## config.mk

```make
export PLATFORM = sky130hd
export DESIGN_NAME = weight_load_sequencer
export DESIGN_NICKNAME = d
export VERILOG_FILES = /design/src/rtl/weight_load_sequencer.sv
export SDC_FILE = /design/constraint.sdc
export NUM_CORES = 1
export LEC_CHECK = 0
export ABC_AREA = 1
export CORE_ASPECT_RATIO = 0.8
export CORE_UTILIZATION = 42
export DETAILED_ROUTE_END_ITERATION = 10
export HOLD_SLACK_MARGIN = 0.1
export PLACE_DENSITY_LB_ADDON = 0.3
export SETUP_SLACK_MARGIN = 0.02
export SLEW_MARGIN = 20
export SYNTH_ARGS = -nofsm -noshare
export SYNTH_HDL_FRONTEND = slang
export SYNTH_SLANG_ARGS = --single-unit
```

## constraint.sdc

```tcl
create_clock -name clk -period 2.4 [get_ports clk]
set_input_delay 0.6 -clock clk [delete_from_list [all_inputs] [get_ports clk]]
set_output_delay 0.6 -clock clk [all_outputs]
set_load 0.02 [all_outputs]
```

## src/rtl/weight_load_sequencer.sv

```systemverilog
`default_nettype none
// ============================================================================
// Module      : weight_load_sequencer
// Description : Streams CHAIN_DEPTH 32-bit weight words from the weight buffer
//               into the weight-load chain of a mac_quad_noadder column.
//               Each word is shifted in with prepare_weight_o high, and a
//               single set_weight_o pulse then latches every stage.
//
// Parameters  : BUFFER_ADDR_WIDTH - weight buffer address width
//               CHAIN_DEPTH       - quad stages in the chain (2..256)
//
// Ports       : clk, rst                 - clock, async active-high reset
//               start_i, abort_i         - load request / abort active load
//               base_addr_i, bank_sel_i  - sampled together with start_i
//               busy_o, done_o           - status / completion pulse
//               buf_rd_en_o, buf_rd_addr_o, buf_rd_data_i - buffer read port
//               prepare_weight_o         - chain shift enable
//               set_weight_o             - weight latch pulse
//               o_load_weight_data_{a,b,c,d}_{0,1} - bank chain inputs
//
// Build macro : WLS_DOUBLE_BANK_EN - when defined, bank_sel_i steers data to
//               the _1 outputs; otherwise _1 outputs are tied to 0 and loads
//               always target _0.
//
// Revision    : 1.0 - initial release
// ============================================================================
module weight_load_sequencer #(
    parameter int BUFFER_ADDR_WIDTH = 15,
    parameter int CHAIN_DEPTH       = 16
) (
    input  logic                         clk,
    input  logic                         rst,
    input  logic                         start_i,
    input  logic                         abort_i,
    input  logic [BUFFER_ADDR_WIDTH-1:0] base_addr_i,
    input  logic                         bank_sel_i,
    output logic                         busy_o,
    output logic                         done_o,
    output logic                         buf_rd_en_o,
    output logic [BUFFER_ADDR_WIDTH-1:0] buf_rd_addr_o,
    input  logic [31:0]                  buf_rd_data_i,
    output logic                         prepare_weight_o,
    output logic                         set_weight_o,
    output logic [7:0]                   o_load_weight_data_a_0,
    output logic [7:0]                   o_load_weight_data_b_0,
    output logic [7:0]                   o_load_weight_data_c_0,
    output logic [7:0]                   o_load_weight_data_d_0,
    output logic [7:0]                   o_load_weight_data_a_1,
    output logic [7:0]                   o_load_weight_data_b_1,
    output logic [7:0]                   o_load_weight_data_c_1,
    output logic [7:0]                   o_load_weight_data_d_1
);

    localparam int c_RCW = $clog2(CHAIN_DEPTH);
    localparam int c_SCW = $clog2(CHAIN_DEPTH + 1);

    localparam logic [c_RCW-1:0] c_RD_LAST    = c_RCW'(CHAIN_DEPTH - 1);
    localparam logic [c_SCW-1:0] c_SHIFT_FULL = c_SCW'(CHAIN_DEPTH);

    localparam logic [1:0] c_IDLE  = 2'd0;
    localparam logic [1:0] c_FETCH = 2'd1;
    localparam logic [1:0] c_DRAIN = 2'd2;
    localparam logic [1:0] c_SET   = 2'd3;

    logic [1:0]                   r_state;
    logic [1:0]                   w_next_state;
    logic [BUFFER_ADDR_WIDTH-1:0] r_addr;
    logic [c_RCW-1:0]             r_rd_cnt;
    logic [c_SCW-1:0]             r_shift_cnt;
    logic                         r_rd_vld;   // buf_rd_data_i holds a live word
    logic                         r_pw;
    logic [31:0]                  r_wdata_0;

    logic w_fetch;
    logic w_abort;
    logic w_load;

    assign w_fetch = (r_state == c_FETCH);
    // abort only matters while a load is in flight; in IDLE start wins
    assign w_abort = abort_i && (r_state != c_IDLE);
    // a returning word is only accepted if the load was not just aborted
    assign w_load  = r_rd_vld && !w_abort;

    // ------------------------------------------------------------------
    // FSM: state register
    // ------------------------------------------------------------------
    always_ff @(posedge clk or posedge rst) begin
        if (rst) begin
            r_state <= c_IDLE;
        end else begin
            r_state <= w_next_state;
        end
    end

    // ------------------------------------------------------------------
    // FSM: next-state logic
    // ------------------------------------------------------------------
    always_comb begin
        w_next_state = r_state;
        case (r_state)
            c_IDLE: begin
                if (start_i) begin
                    w_next_state = c_FETCH;
                end
            end
            c_FETCH: begin
                if (abort_i) begin
                    w_next_state = c_IDLE;
                end else if (r_rd_cnt == c_RD_LAST) begin
                    w_next_state = c_DRAIN;
                end
            end
            c_DRAIN: begin
                // shift count reaches D in the cycle the last word is being
                // registered, so SET follows its presentation directly
                if (abort_i) begin
                    w_next_state = c_IDLE;
                end else if (r_shift_cnt == c_SHIFT_FULL) begin
                    w_next_state = c_SET;
                end
            end
            default: begin
                w_next_state = c_IDLE;
            end
        endcase
    end

    // ------------------------------------------------------------------
    // FSM: outputs
    // ------------------------------------------------------------------
    always_comb begin
        busy_o        = (r_state != c_IDLE);
        buf_rd_en_o   = w_fetch;
        buf_rd_addr_o = w_fetch ? r_addr : '0;
        // an abort landing on the SET cycle suppresses the latch pulse
        set_weight_o  = (r_state == c_SET) && !abort_i;
        done_o        = (r_state == c_SET) && !abort_i;
    end

    // ------------------------------------------------------------------
    // Read address / counters
    // ------------------------------------------------------------------
    always_ff @(posedge clk or posedge rst) begin
        if (rst) begin
            r_addr      <= '0;
            r_rd_cnt    <= '0;
            r_shift_cnt <= '0;
            r_rd_vld    <= 1'b0;
        end else begin
            if ((r_state == c_IDLE) && start_i) begin
                r_addr   <= base_addr_i;
                r_rd_cnt <= '0;
            end else if (w_fetch) begin
                // natural wrap at the top of the buffer
                r_addr   <= r_addr + BUFFER_ADDR_WIDTH'(1);
                r_rd_cnt <= r_rd_cnt + c_RCW'(1);
            end

            if ((r_state == c_IDLE) && start_i) begin
                r_shift_cnt <= '0;
            end else if (w_load) begin
                r_shift_cnt <= r_shift_cnt + c_SCW'(1);
            end

            r_rd_vld <= w_fetch && !w_abort;
        end
    end

    // ------------------------------------------------------------------
    // Weight output registers; zero whenever no word is being presented
    // ------------------------------------------------------------------
`ifdef WLS_DOUBLE_BANK_EN
    logic        r_bank;
    logic [31:0] r_wdata_1;

    always_ff @(posedge clk or posedge rst) begin
        if (rst) begin
            r_bank    <= 1'b0;
            r_pw      <= 1'b0;
            r_wdata_0 <= '0;
            r_wdata_1 <= '0;
        end else begin
            if ((r_state == c_IDLE) && start_i) begin
                r_bank <= bank_sel_i;
            end
            r_pw      <= w_load;
            r_wdata_0 <= (w_load && !r_bank) ? buf_rd_data_i : 32'h0;
            r_wdata_1 <= (w_load &&  r_bank) ? buf_rd_data_i : 32'h0;
        end
    end

    assign o_load_weight_data_a_1 = r_wdata_1[7:0];
    assign o_load_weight_data_b_1 = r_wdata_1[15:8];
    assign o_load_weight_data_c_1 = r_wdata_1[23:16];
    assign o_load_weight_data_d_1 = r_wdata_1[31:24];
`else
    // bank select has no meaning with a single bank
    logic w_unused_bank_sel;
    assign w_unused_bank_sel = bank_sel_i;

    always_ff @(posedge clk or posedge rst) begin
        if (rst) begin
            r_pw      <= 1'b0;
            r_wdata_0 <= '0;
        end else begin
            r_pw      <= w_load;
            r_wdata_0 <= w_load ? buf_rd_data_i : 32'h0;
        end
    end

    assign o_load_weight_data_a_1 = 8'h00;
    assign o_load_weight_data_b_1 = 8'h00;
    assign o_load_weight_data_c_1 = 8'h00;
    assign o_load_weight_data_d_1 = 8'h00;
`endif

    assign prepare_weight_o       = r_pw;
    assign o_load_weight_data_a_0 = r_wdata_0[7:0];
    assign o_load_weight_data_b_0 = r_wdata_0[15:8];
    assign o_load_weight_data_c_0 = r_wdata_0[23:16];
    assign o_load_weight_data_d_0 = r_wdata_0[31:24];

endmodule
`default_nettype wire

```

==> implementation parameters, run 1 <==
Parameter                              Value

Route
  Final routed wire length divided by cell count    11.97 um
  Total via count after detailed routing    2678
  Number of antenna-violating nets in the routed design    0
  Detailed Route Iter0 Violations    124
  Number of detailed-routing iterations run before antenna repair    8
  Via count normalized by instance count    4.578
  Post-detailed-route DRC marker count    7
  Overall routed net length    7.005 mm

Timing
  Final Cycle Share    92.90%
  Setup Skew    7.507 ps
  Worst hold slack    518.1 ps
  Fin. Hold Viols    0
  Clock period minus worst slack    2230 ps
  Maximum clock rate    448.5 MHz
  RSZ-0062 raised after global routing    false
  Pins over their slew limit    0
  Setup violators final    0
  Final sum of negative setup slack    0 ps

Floorplanning
  Total number of placement rows    27
  Overall die height    79.07 um
  Total die area    7774 um^2
  Width of the die    98.33 um
  Area of the core region    7027 um^2
  Initial core utilization    44.37%
  Number of top-level design ports    136

GRT
  Largest net degree at the start of global routing    38
  Vias in the first global route    2447
  Leftover overflow at the end of global routing    0
  First-pass GRT wire length    11.32 mm
  Initial antenna violation count    0
  Total global-route track usage    18.70%

Finish
  ANT cells    0
  Share of layout cells above drive strength 1    8.635%
  Most frequent cells in the layout    sky130_fd_sc_hd__clkdlybuf4s50_1 (84), sky130_fd_sc_hd__nand2_1 (69), sky130_fd_sc_hd__nor2_1 (65)
  Number of nets in the layout    549
  Area added between synthesis and finish    37.64%
  Non-Filler Instances    585
  Leading cell type in the layout, fill and taps excluded    sky130_fd_sc_hd__clkdlybuf4s50_1

CTS
  CTS H-Tree Depth    3
  Number of buffers added for setup after CTS    0
  Buffer cell driving the clock tree root    sky130_fd_sc_hd__clkbuf_8
  Insertion delay to the later sink of the worst-skew pair    330 ps
  Clock tree sinks    60
  Worst-path clk slew    60 ps
  Maximum buffer depth of the clock tree    2
  Clock tree from TritonCTS    yes
  CTS buffer count    9

Worst setup path
  WP data arrival    1630 ps
  Launching point of the worst reg2reg path    r_state[0]
  Type of origin of the critical path    flip-flop
  Largest fanout on the critical path    21
  Crit Path Category    flip-flop to output pin
  Worst Path Required    1800 ps
  Internal reg-to-reg setup slack    830 ps
  Worst setup startpoint    r_state[1]
  End of the worst register-to-register path    r_addr[7]
  Cells on worst reg2reg path    7
  Critical path capture point type    output pin

Logic synthesis
  Summed instance area of the synthesized netlist    3118 um^2
  Post-synthesis sequential area ratio    48.15%
  Synthesis warning total    0
  Synthesized netlist cell count    385
  Yosys cell types    33
  Average cell area after synthesis    8.099 um^2
  Total of flip-flops plus latches after synthesis    60

Pwr
  Switching power of the nets    0.001973 W
  Comb pwr share    47.4%
  LEAKAGE    2.289 nW
  Total power per unit cell area    1076 nW/um^2
  Clock power frac    19.9%
  Cell Int Power    0.002644 W
  Power share of the sequential group    32.7%
  Max rail drop VDD    0.0005400 V
  Switching Share    42.73%

Job
  Max-cap violations    0

Placement
  Routability congestion estimate    0.8354
  HPWL after detailed placement    5.118 mm
  Placed Cells    569
  Count of port buffers added during placement    102

Worst hold path
  Start point of the worst min-delay path    r_addr[14]
  Type of the tightest min-delay check    flip-flop to flip-flop
  Cell count of the worst hold path    2
  Sink of the worst hold path    r_addr[14]

Status
  Status    finished with violations
  Failing checks    DRC
==> layout make-up <==
type                            count  area (um^2)
Multi-Input combinational cell    249         1166
Inverter                           65        249.0
Fill cell                         613         2735
Clock inverter                      4        47.55
Clock buffer                       12        155.1
Tap cell                           87        108.9
Sequential cell                    60         1501
Timing Repair Buffer              108         1064
==> per-stage QoR <==
| stage | util, % | total power [W] | cell area, um^2 | setup WS, ps |
|---|---|---|---|---|
| floorplan | - | 0.003002 | 3234 | 315.3 |
| global placement | 58.33 | 0.003729 | 4099 | 31.74 |
| detailed placement | 58.33 | 0.003790 | 4099 | 27.92 |
| CTS | 60.93 | 0.004639 | 4282 | 29.26 |
| global route | 61.08 | 0.004974 | 4292 | 60.33 |
| finish | 61.08 | 0.004617 | 4292 | 170.5 |
==> sequential cells by signal, indices dropped and copies added, names as in the netlist <==
| register | flops |
|---|---|
| r_state | 2 |
| r_wdata_0 | 32 |
| r_addr | 15 |
| r_rd_cnt | 4 |
| r_shift_cnt | 5 |
| prepare_weight_o | 1 |
| r_rd_vld | 1 |
==> power by group through the flow <==
| stage | Clock, W | Sequential [W] | Combinational, W |
|---|---|---|---|
| floorplan | 0 | 0.00159 | 0.00141 |
| global placement | 0 | 0.00151 | 0.00222 |
| detailed placement | 0 | 0.00152 | 0.00227 |
| CTS | 0.000944 | 0.00150 | 0.00219 |
| global route | 0.000995 | 0.00155 | 0.00243 |
| finish | 0.000920 | 0.00151 | 0.00219 |
==> worst max-delay path, cell delays in order, from the launching register on <==
cell and delay [ps]:
sky130_fd_sc_hd__dfrtp_1 400, sky130_fd_sc_hd__inv_1 150, sky130_fd_sc_hd__nand2_4 130, sky130_fd_sc_hd__buf_12 190
sky130_fd_sc_hd__nor2_1 90, sky130_fd_sc_hd__dlygate4sd2_1 330
==> worst max-delay path by stage <==
stage,slack (ps),to
3_5_place_dp,30,set_weight_o
3_3_place_gp,30,done_o
2_1_floorplan,320,prepare_weight_o
6_report,170,buf_rd_addr_o[8]
5_1_grt,60,buf_rd_addr_o[10]
4_1_cts,30,buf_rd_en_o
==> routing by layer <==
metal / track usage, % / wire length, um / vias to the layer above
met5: 0 / 0 / -
met3: 4.225 / 448 / 10
met2: 32.39 / 3389 / 90
met1: 23.23 / 3081 / 1255
li1: - / - / 1323
met4: 6.269 / 85 / 0
==> Yosys cell counts, drive strengths merged <==
cell type	number	area, um^2
nor2	70	280.3
a32o	1	10.01
xor2	3	26.28
o21bai	1	7.510
or2	1	6.260
inv	65	249.0
nand4	6	37.54
o21ai	19	95.09
dfrtp	60	1501
nand2	75	311.5
o211ai	2	20.02
buf	42	322.8
o22ai	1	6.260
a31oi	1	6.260
nor3	4	20.02
conb	1	3.750
nand3	22	115.1
o31ai	2	20.02
a21oi	5	28.78
ha	4	50.05
==> repair_timing <==
item	in CTS	in global routing
setup endpoints to repair	16	10
cloned	0	0
hold buffers	0	0
resized for setup	16	3
==> cell families after synthesis <==
family                   Yosys count  synth area share (%)
XOR/XNOR                           3                0.8429
AND/OR/NAND/NOR                  178                 24.72
buffers and inverters            107                 18.34
other                              1                0.1203
adder cells (fa/ha/maj)            4                 1.605
flip-flops                        60                 48.15
AO/OA/AOI/OAI                     32                 6.220
No activity file was read; power rests on OpenSTA's default activity.
==> run 2, diff against run 1 <==
--- a/config.mk
+++ b/config.mk
@@ -6,8 +6,11 @@
 export NUM_CORES = 1
 export LEC_CHECK = 0
 export ABC_AREA = 1
+export CELL_PAD_IN_SITES_DETAIL_PLACEMENT = 1
+export CELL_PAD_IN_SITES_GLOBAL_PLACEMENT = 2
 export CORE_ASPECT_RATIO = 0.8
-export CORE_UTILIZATION = 42
+export CORE_UTILIZATION = 23
+export CTS_CLUSTER_DIAMETER = 50
 export DETAILED_ROUTE_END_ITERATION = 10
 export HOLD_SLACK_MARGIN = 0.1
 export PLACE_DENSITY_LB_ADDON = 0.3
==> run 2 against run 1 <==
The flow now finishes without violations. Design area grew 4.8%. Sequential share of layout area decreased by 1.6 points. Total power is 8.2% higher. First-iteration DRC count is 42% lower.
==> implementation parameters, run 2 (same netlist as run 1, synthesis figures left out) <==
Parameter                              Value

Status
  Status    completed

CTS
  Insertion delay to the later sink of the worst-skew pair    330 ps
  Clock tree sinks    60
  Worst-path clk slew    50 ps
  Number of hold buffers added after CTS    0
  Clock tree from TritonCTS    yes
  CTS buffer count    9
  Buffer cell driving the clock tree root    sky130_fd_sc_hd__clkbuf_16
  Post-CTS Resized    17
  Number of buffers added for setup after CTS    0
  Maximum buffer depth of the clock tree    2
  CTS H-Tree Depth    3

Worst setup path
  Critical path capture point type    output pin
  Launching point of the worst reg2reg path    r_state[0]
  Crit Path Category    flip-flop to output pin
  Cells on worst reg2reg path    7
  Cell family with the largest share of critical-path delay    buffers and inverters
  Largest fanout on the critical path    18
  Crit-path slowest cell    sky130_fd_sc_hd__dfrtp_1
  Number of buffer and inverter instances along the worst setup path    3
  Worst setup startpoint    r_state[1]
  Number of stages on the worst setup path    5
  WP data arrival    1650 ps
  Chain of cells forming the critical path    inv_1, nand2_2, buf_12, nor2_1, dlygate4sd2_1
  Worst Path Required    1800 ps
  Type of origin of the critical path    flip-flop
  Stage delay of the slowest cell on the critical path    390 ps

Finish
  Largest registers    r_wdata_0 (32), r_addr (15), r_shift_cnt (5)
  Flip-flop count of the largest register, all copies and words added    32
  Share of layout cells above drive strength 1    9.018%
  Number of nets in the layout    550
  Register bank with the most flops    r_wdata_0
  ANT cells    0
  Leading cell type in the layout, fill and taps excluded    sky130_fd_sc_hd__clkdlybuf4s50_1
  Filler Cell Count    1530
  Most frequent cells in the layout    sky130_fd_sc_hd__clkdlybuf4s50_1 (84), sky130_fd_sc_hd__nand2_1 (69), sky130_fd_sc_hd__nor2_1 (65)
  Area added between synthesis and finish    44.26%

Floorplanning
  Initial core utilization    23.88%
  Total die area    14030 um^2
  Number of top-level design ports    136
  Total number of placement rows    37
  Width of the die    132.2 um
  Area of the core region    13060 um^2
  Overall die height    106.1 um

Route
  Number of antenna-violating nets in the routed design    0
  Number of detailed-routing iterations run before antenna repair    4
  Final routed wire length divided by cell count    12.71 um
  Post-detailed-route DRC marker count    0
  Detailed Route Iter0 Violations    72
  Total via count after detailed routing    2666
  Via count normalized by instance count    3.955
  Overall routed net length    8.569 mm

Timing
  Setup violators final    0
  RSZ-0062 raised after global routing    false
  Maximum clock rate    444.3 MHz
  Final Cycle Share    93.79%
  Fin. Hold Viols    0
  Clock period minus worst slack    2251 ps
  Pins over their slew limit    0
  Final sum of negative setup slack    0 ps
  Setup Skew    6.292 ps

Pwr
  LEAKAGE    2.313 nW
  Max rail drop VDD    0.0003948 V
  Total power per unit cell area    1110 nW/um^2
  Power share of the sequential group    30.3%
  Switching power of the nets    0.002129 W
  Cell Int Power    0.002865 W
  Power, Total    0.004994 W
  Clock power frac    24.5%
  Switching Share    42.63%
  Comb pwr share    45.2%

Job
  Max-cap violations    0

GRT
  Leftover overflow at the end of global routing    0
  First-pass GRT wire length    14.13 mm
  Initial antenna violation count    0
  Vias in the first global route    2819
  Total global-route track usage    12.94%
  Largest net degree at the start of global routing    33

Worst hold path
  Start point of the worst min-delay path    r_addr[14]
  Type of the tightest min-delay check    flip-flop to flip-flop
  Cell count of the worst hold path    2

Placement
  Count of port buffers added during placement    102
  Routability congestion estimate    0.7758
  HPWL after detailed placement    6.395 mm
[run 2: through the flow]
stage          instances  setup WS [ps]  hold WS, ps  utilization, %  area [um^2]
3_5_place_dp         658         -9.601        497.8           32.39         4229
4_1_cts              674          45.52        512.7           34.44         4496
6_report             674          149.1        509.3           34.45         4498
2_1_floorplan        416          315.3        470.7               -         3234
3_3_place_gp         658          22.90        488.7           32.39         4229
5_1_grt              674          35.30        541.7           34.45         4498
[run 2: metal layers]
layer	vias to the layer above	track usage, %	part of all wire [%]
li1	1331	-	-
met1	1238	14.42	42
met2	88	21.54	46
met3	9	6.867	11
met4	0	3.530	0.76
met5	-	0	0
[run 2: area by class of cell]
cell class	count	area, um^2	share of cell area (%)
Timing Repair Buffer	109	1080	24.01
Clock buffer	10	239.0	5.313
Sequential cell	60	1501	33.38
Tap cell	175	219.0	4.868
Multi-Input combinational cell	249	1161	25.81
Inverter	65	249.0	5.535
Clock inverter	6	48.80	1.085
[run 2: final timing paths]
check	to	slack [ps]
min in group asynchronous	r_addr[14]	680
hold / removal	r_addr[14]	510
max in group asynchronous	r_wdata_0[22]	1400
hold reg to reg	r_addr[14]	510
setup / recovery	buf_rd_addr_o[0]	150
setup reg to reg	r_addr[7]	810
[run 2: power by group through the flow]
stage	Sequential (W)	Combinational (W)	Clock, W
after CTS	0.00151	0.00230	0.00127
after detailed placement	0.00153	0.00238	0
after global routing	0.00156	0.00252	0.00131
after floorplan	0.00159	0.00141	0
after global placement	0.00152	0.00234	0
final	0.00151	0.00226	0.00122
[run 2: worst min-delay path, cell delays in order, from the launching register on]
cell                      delay (ps)
sky130_fd_sc_hd__dfrtp_1         360
sky130_fd_sc_hd__nand2_1          60
sky130_fd_sc_hd__nand2_1          50
==> run 3, diff against run 2 <==
--- a/config.mk
+++ b/config.mk
@@ -5,17 +5,16 @@
 export SDC_FILE = /design/constraint.sdc
 export NUM_CORES = 1
 export LEC_CHECK = 0
-export ABC_AREA = 1
 export CELL_PAD_IN_SITES_DETAIL_PLACEMENT = 1
 export CELL_PAD_IN_SITES_GLOBAL_PLACEMENT = 2
 export CORE_ASPECT_RATIO = 0.8
-export CORE_UTILIZATION = 23
+export CORE_MARGIN = 4
+export CORE_UTILIZATION = 24
 export CTS_CLUSTER_DIAMETER = 50
 export DETAILED_ROUTE_END_ITERATION = 10
 export HOLD_SLACK_MARGIN = 0.1
 export PLACE_DENSITY_LB_ADDON = 0.3
 export SETUP_SLACK_MARGIN = 0.02
-export SLEW_MARGIN = 20
 export SYNTH_ARGS = -nofsm -noshare
 export SYNTH_HDL_FRONTEND = slang
 export SYNTH_SLANG_ARGS = --single-unit
==> run 3 against run 2 <==
Critical path depth is 2 lower. Count of clock-buffer cells in the layout is 1 lower. Synthesized cell count shrank 26%. Core utilization grew 2.3 points. Critical endpoint is now buf_rd_en_o. Hold slack got worse by 5.0 ps. Cell count fell by 19%. Highest routed layer unchanged. Sequential cell count stayed put.
==> implementation parameters, run 3 <==
Parameter                              Value

Logic synthesis
  Ranking of synthesized cells by area    sky130_fd_sc_hd__dfrtp_1 (51%), sky130_fd_sc_hd__buf_4 (8.7%), sky130_fd_sc_hd__and3_1 (7.1%), sky130_fd_sc_hd__and2_1 (2.8%), sky130_fd_sc_hd__nor2_1 (2.3%)
  Synthesized netlist cell count    283
  Summed instance area of the synthesized netlist    2920 um^2
  Async set or reset register ratio after synthesis    100.0%
  Primary FF master, synth    sky130_fd_sc_hd__dfrtp_1
  Synthesis warning total    0
  Post-synth top area cell    sky130_fd_sc_hd__dfrtp_1
  Area share of the largest cell type after synthesis    51.41%
  Dominant cell by count in the synthesized netlist    sky130_fd_sc_hd__dfrtp_1
  Average cell area after synthesis    10.32 um^2
  Number of enable-type register cells in the synthesized netlist    0
  Yosys cell types    44
  Synth top cells by count    sky130_fd_sc_hd__dfrtp_1 (60), sky130_fd_sc_hd__buf_4 (34), sky130_fd_sc_hd__and3_1 (33)
  Total of flip-flops plus latches after synthesis    60
  Post-synthesis sequential area ratio    51.41%

Pwr
  Switching power of the nets    0.001117 W
  Comb pwr share    24.8%
  Cell Int Power    0.002328 W
  LEAKAGE    2.018 nW
  Switching Share    32.43%
  Power, Total    0.003445 W
  Clock power frac    36.7%
  Total power per unit cell area    800.7 nW/um^2
  Max rail drop VDD    0.0003540 V
  Power share of the sequential group    38.4%

Finish
  Final core utilization    36.80%
  Flip-flop count of the largest register, all copies and words added    32
  Share of layout cells above drive strength 1    10.86%
  Non-Filler Instances    544
  Leading cell type in the layout, fill and taps excluded    sky130_fd_sc_hd__clkdlybuf4s50_1
  Register bank with the most flops    r_wdata_0
  ANT cells    0
  Area added between synthesis and finish    47.34%
  Number of nets in the layout    447
  Largest registers    r_wdata_0 (32), r_addr (15), r_shift_cnt (5)
  Most frequent cells in the layout    sky130_fd_sc_hd__clkdlybuf4s50_1 (84), sky130_fd_sc_hd__dfrtp_1 (60), sky130_fd_sc_hd__and3_1 (33)

GRT
  Leftover overflow at the end of global routing    0
  Largest net degree at the start of global routing    61
  Total global-route track usage    11.85%
  Vias in the first global route    2507
  First-pass GRT wire length    13.37 mm
  Initial antenna violation count    0

Worst setup path
  Chain of cells forming the critical path    nand2b_4, inv_4, clkdlybuf4s50_1
  Number of buffer and inverter instances along the worst setup path    2
  Type of origin of the critical path    flip-flop
  Crit Path Category    flip-flop to output pin
  Launching point of the worst reg2reg path    r_addr[0]
  Worst Path Required    1800 ps
  Cell family with the largest share of critical-path delay    buffers and inverters
  End of the worst register-to-register path    r_addr[14]
  Crit-path slowest cell    sky130_fd_sc_hd__clkdlybuf4s50_1
  Cells on worst reg2reg path    5
  Critical path capture point type    output pin
  Internal reg-to-reg setup slack    680 ps
  Stage delay of the slowest cell on the critical path    630 ps
  Largest fanout on the critical path    16
  WP data arrival    1680 ps

Timing
  Pins over their slew limit    0
  Final Cycle Share    94.96%
  Fin. Hold Viols    0
  Setup violators final    0
  Maximum clock rate    438.8 MHz
  Setup Skew    8.355 ps
  RSZ-0062 raised after global routing    false
  Worst hold slack    504.3 ps
  Final sum of negative setup slack    0 ps
  Clock period minus worst slack    2279 ps

Route
  Number of detailed-routing iterations run before antenna repair    4
  Overall routed net length    8.289 mm
  Detailed Route Iter0 Violations    90
  Via count normalized by instance count    4.327
  Final routed wire length divided by cell count    15.24 um
  Number of antenna-violating nets in the routed design    0
  Post-detailed-route DRC marker count    0
  Total via count after detailed routing    2354

Worst hold path
  Type of the tightest min-delay check    flip-flop to flip-flop
  Cell count of the worst hold path    1
  Start point of the worst min-delay path    r_rd_cnt[3]
  Sink of the worst hold path    r_rd_cnt[3]

Status
  Status    completed

CTS
  Maximum buffer depth of the clock tree    2
  Clock tree from TritonCTS    yes
  Number of hold buffers added after CTS    0
  Buffer cell driving the clock tree root    sky130_fd_sc_hd__clkbuf_16
  Insertion delay to the later sink of the worst-skew pair    320 ps
  Clock tree sinks    60
  CTS buffer count    9
  Worst-path clk slew    50 ps
  CTS H-Tree Depth    3

Placement
  HPWL after detailed placement    5.994 mm
  Routability congestion estimate    0.7472
  Count of port buffers added during placement    102
  Placed Cells    528

Floorplanning
  Overall die height    106.7 um
  Number of top-level design ports    136
  Initial core utilization    24.98%
  Width of the die    131.3 um
  Total number of placement rows    35
  Area of the core region    11690 um^2
  Total die area    14010 um^2

Job
  Max-cap violations    0
-- run 3: logic make-up (layout without fill, tap and decap cells) --
group                    Yosys count  in the layout  synth area share (%)
flip-flops                        60             60                 51.41
other                              1             32                0.1284
adder cells (fa/ha/maj)            4              4                 1.714
buffers and inverters             57            139                 12.08
AO/OA/AOI/OAI                     28             28                 5.656
XOR/XNOR                          12             12                 3.599
AND/OR/NAND/NOR                  119            119                 24.72
multiplexers                       2              2                0.6855
-- run 3: worst reg2reg max path, cell delays in order, from the launching register on --
cell and delay [ps]:
sky130_fd_sc_hd__dfrtp_1 470, sky130_fd_sc_hd__ha_1 300, sky130_fd_sc_hd__nand4_4 210, sky130_fd_sc_hd__nor4_2 390
sky130_fd_sc_hd__xnor2_1 160, sky130_fd_sc_hd__a21oi_1 80
-- run 3: layout make-up --
cell class | instances | area, um^2
tap | 148 | 185.2
sequential | 60 | 1501
clock buffer | 9 | 225.2
inverter | 8 | 32.53
multi-input combinational | 197 | 1182
timing repair buffer | 115 | 1109
fill | 1316 | 7390
clock inverter | 7 | 67.56
-- run 3: power groups by stage --
stage	Sequential (W)	Combinational, W	Clock [W]
global route	0.00135	0.000948	0.00134
global placement	0.00133	0.000890	0
CTS	0.00133	0.000870	0.00130
detailed placement	0.00134	0.000907	0
finish	0.00132	0.000856	0.00126
floorplan	0.00133	0.000541	0
-- run 3: through the flow --
step                setup slack, ps  cell area (um^2)
floorplan                     315.3              3037
global placement             -140.1              4030
detailed placement           -131.7              4030
CTS                           99.33              4303
global route                  44.58              4303
finish                        120.9              4303
-- run 3: worst max-delay path by stage --
| stage | startpoint | endpoint | slack [ps] | depth (start not counted) |
|---|---|---|---|---|
| 6_report | r_state[1] | buf_rd_en_o | 120 | 3 |
| 5_1_grt | r_state[1] | buf_rd_en_o | 40 | 3 |
| 4_1_cts | r_state[1] | buf_rd_en_o | 100 | 3 |
| 3_5_place_dp | abort_i | set_weight_o | -130 | 4 |
| 3_3_place_gp | abort_i | done_o | -140 | 4 |
| 2_1_floorplan | rst | prepare_weight_o | 320 | 1 |
-- run 3: per-layer routing --
layer / wire length [um] / share of wire, % / GRT usage [%]
met1: 3821 / 46 / 15.16
met2: 4019 / 48 / 19.67
met3: 317 / 3.8 / 2.627
met4: 130 / 1.6 / 4.648
met5: 0 / 0 / 0
-- run 3: timing repair --
item	in CTS	in global routing
setup buffers	0	0
setup endpoints to repair	19	0
gates resized for setup	19	0
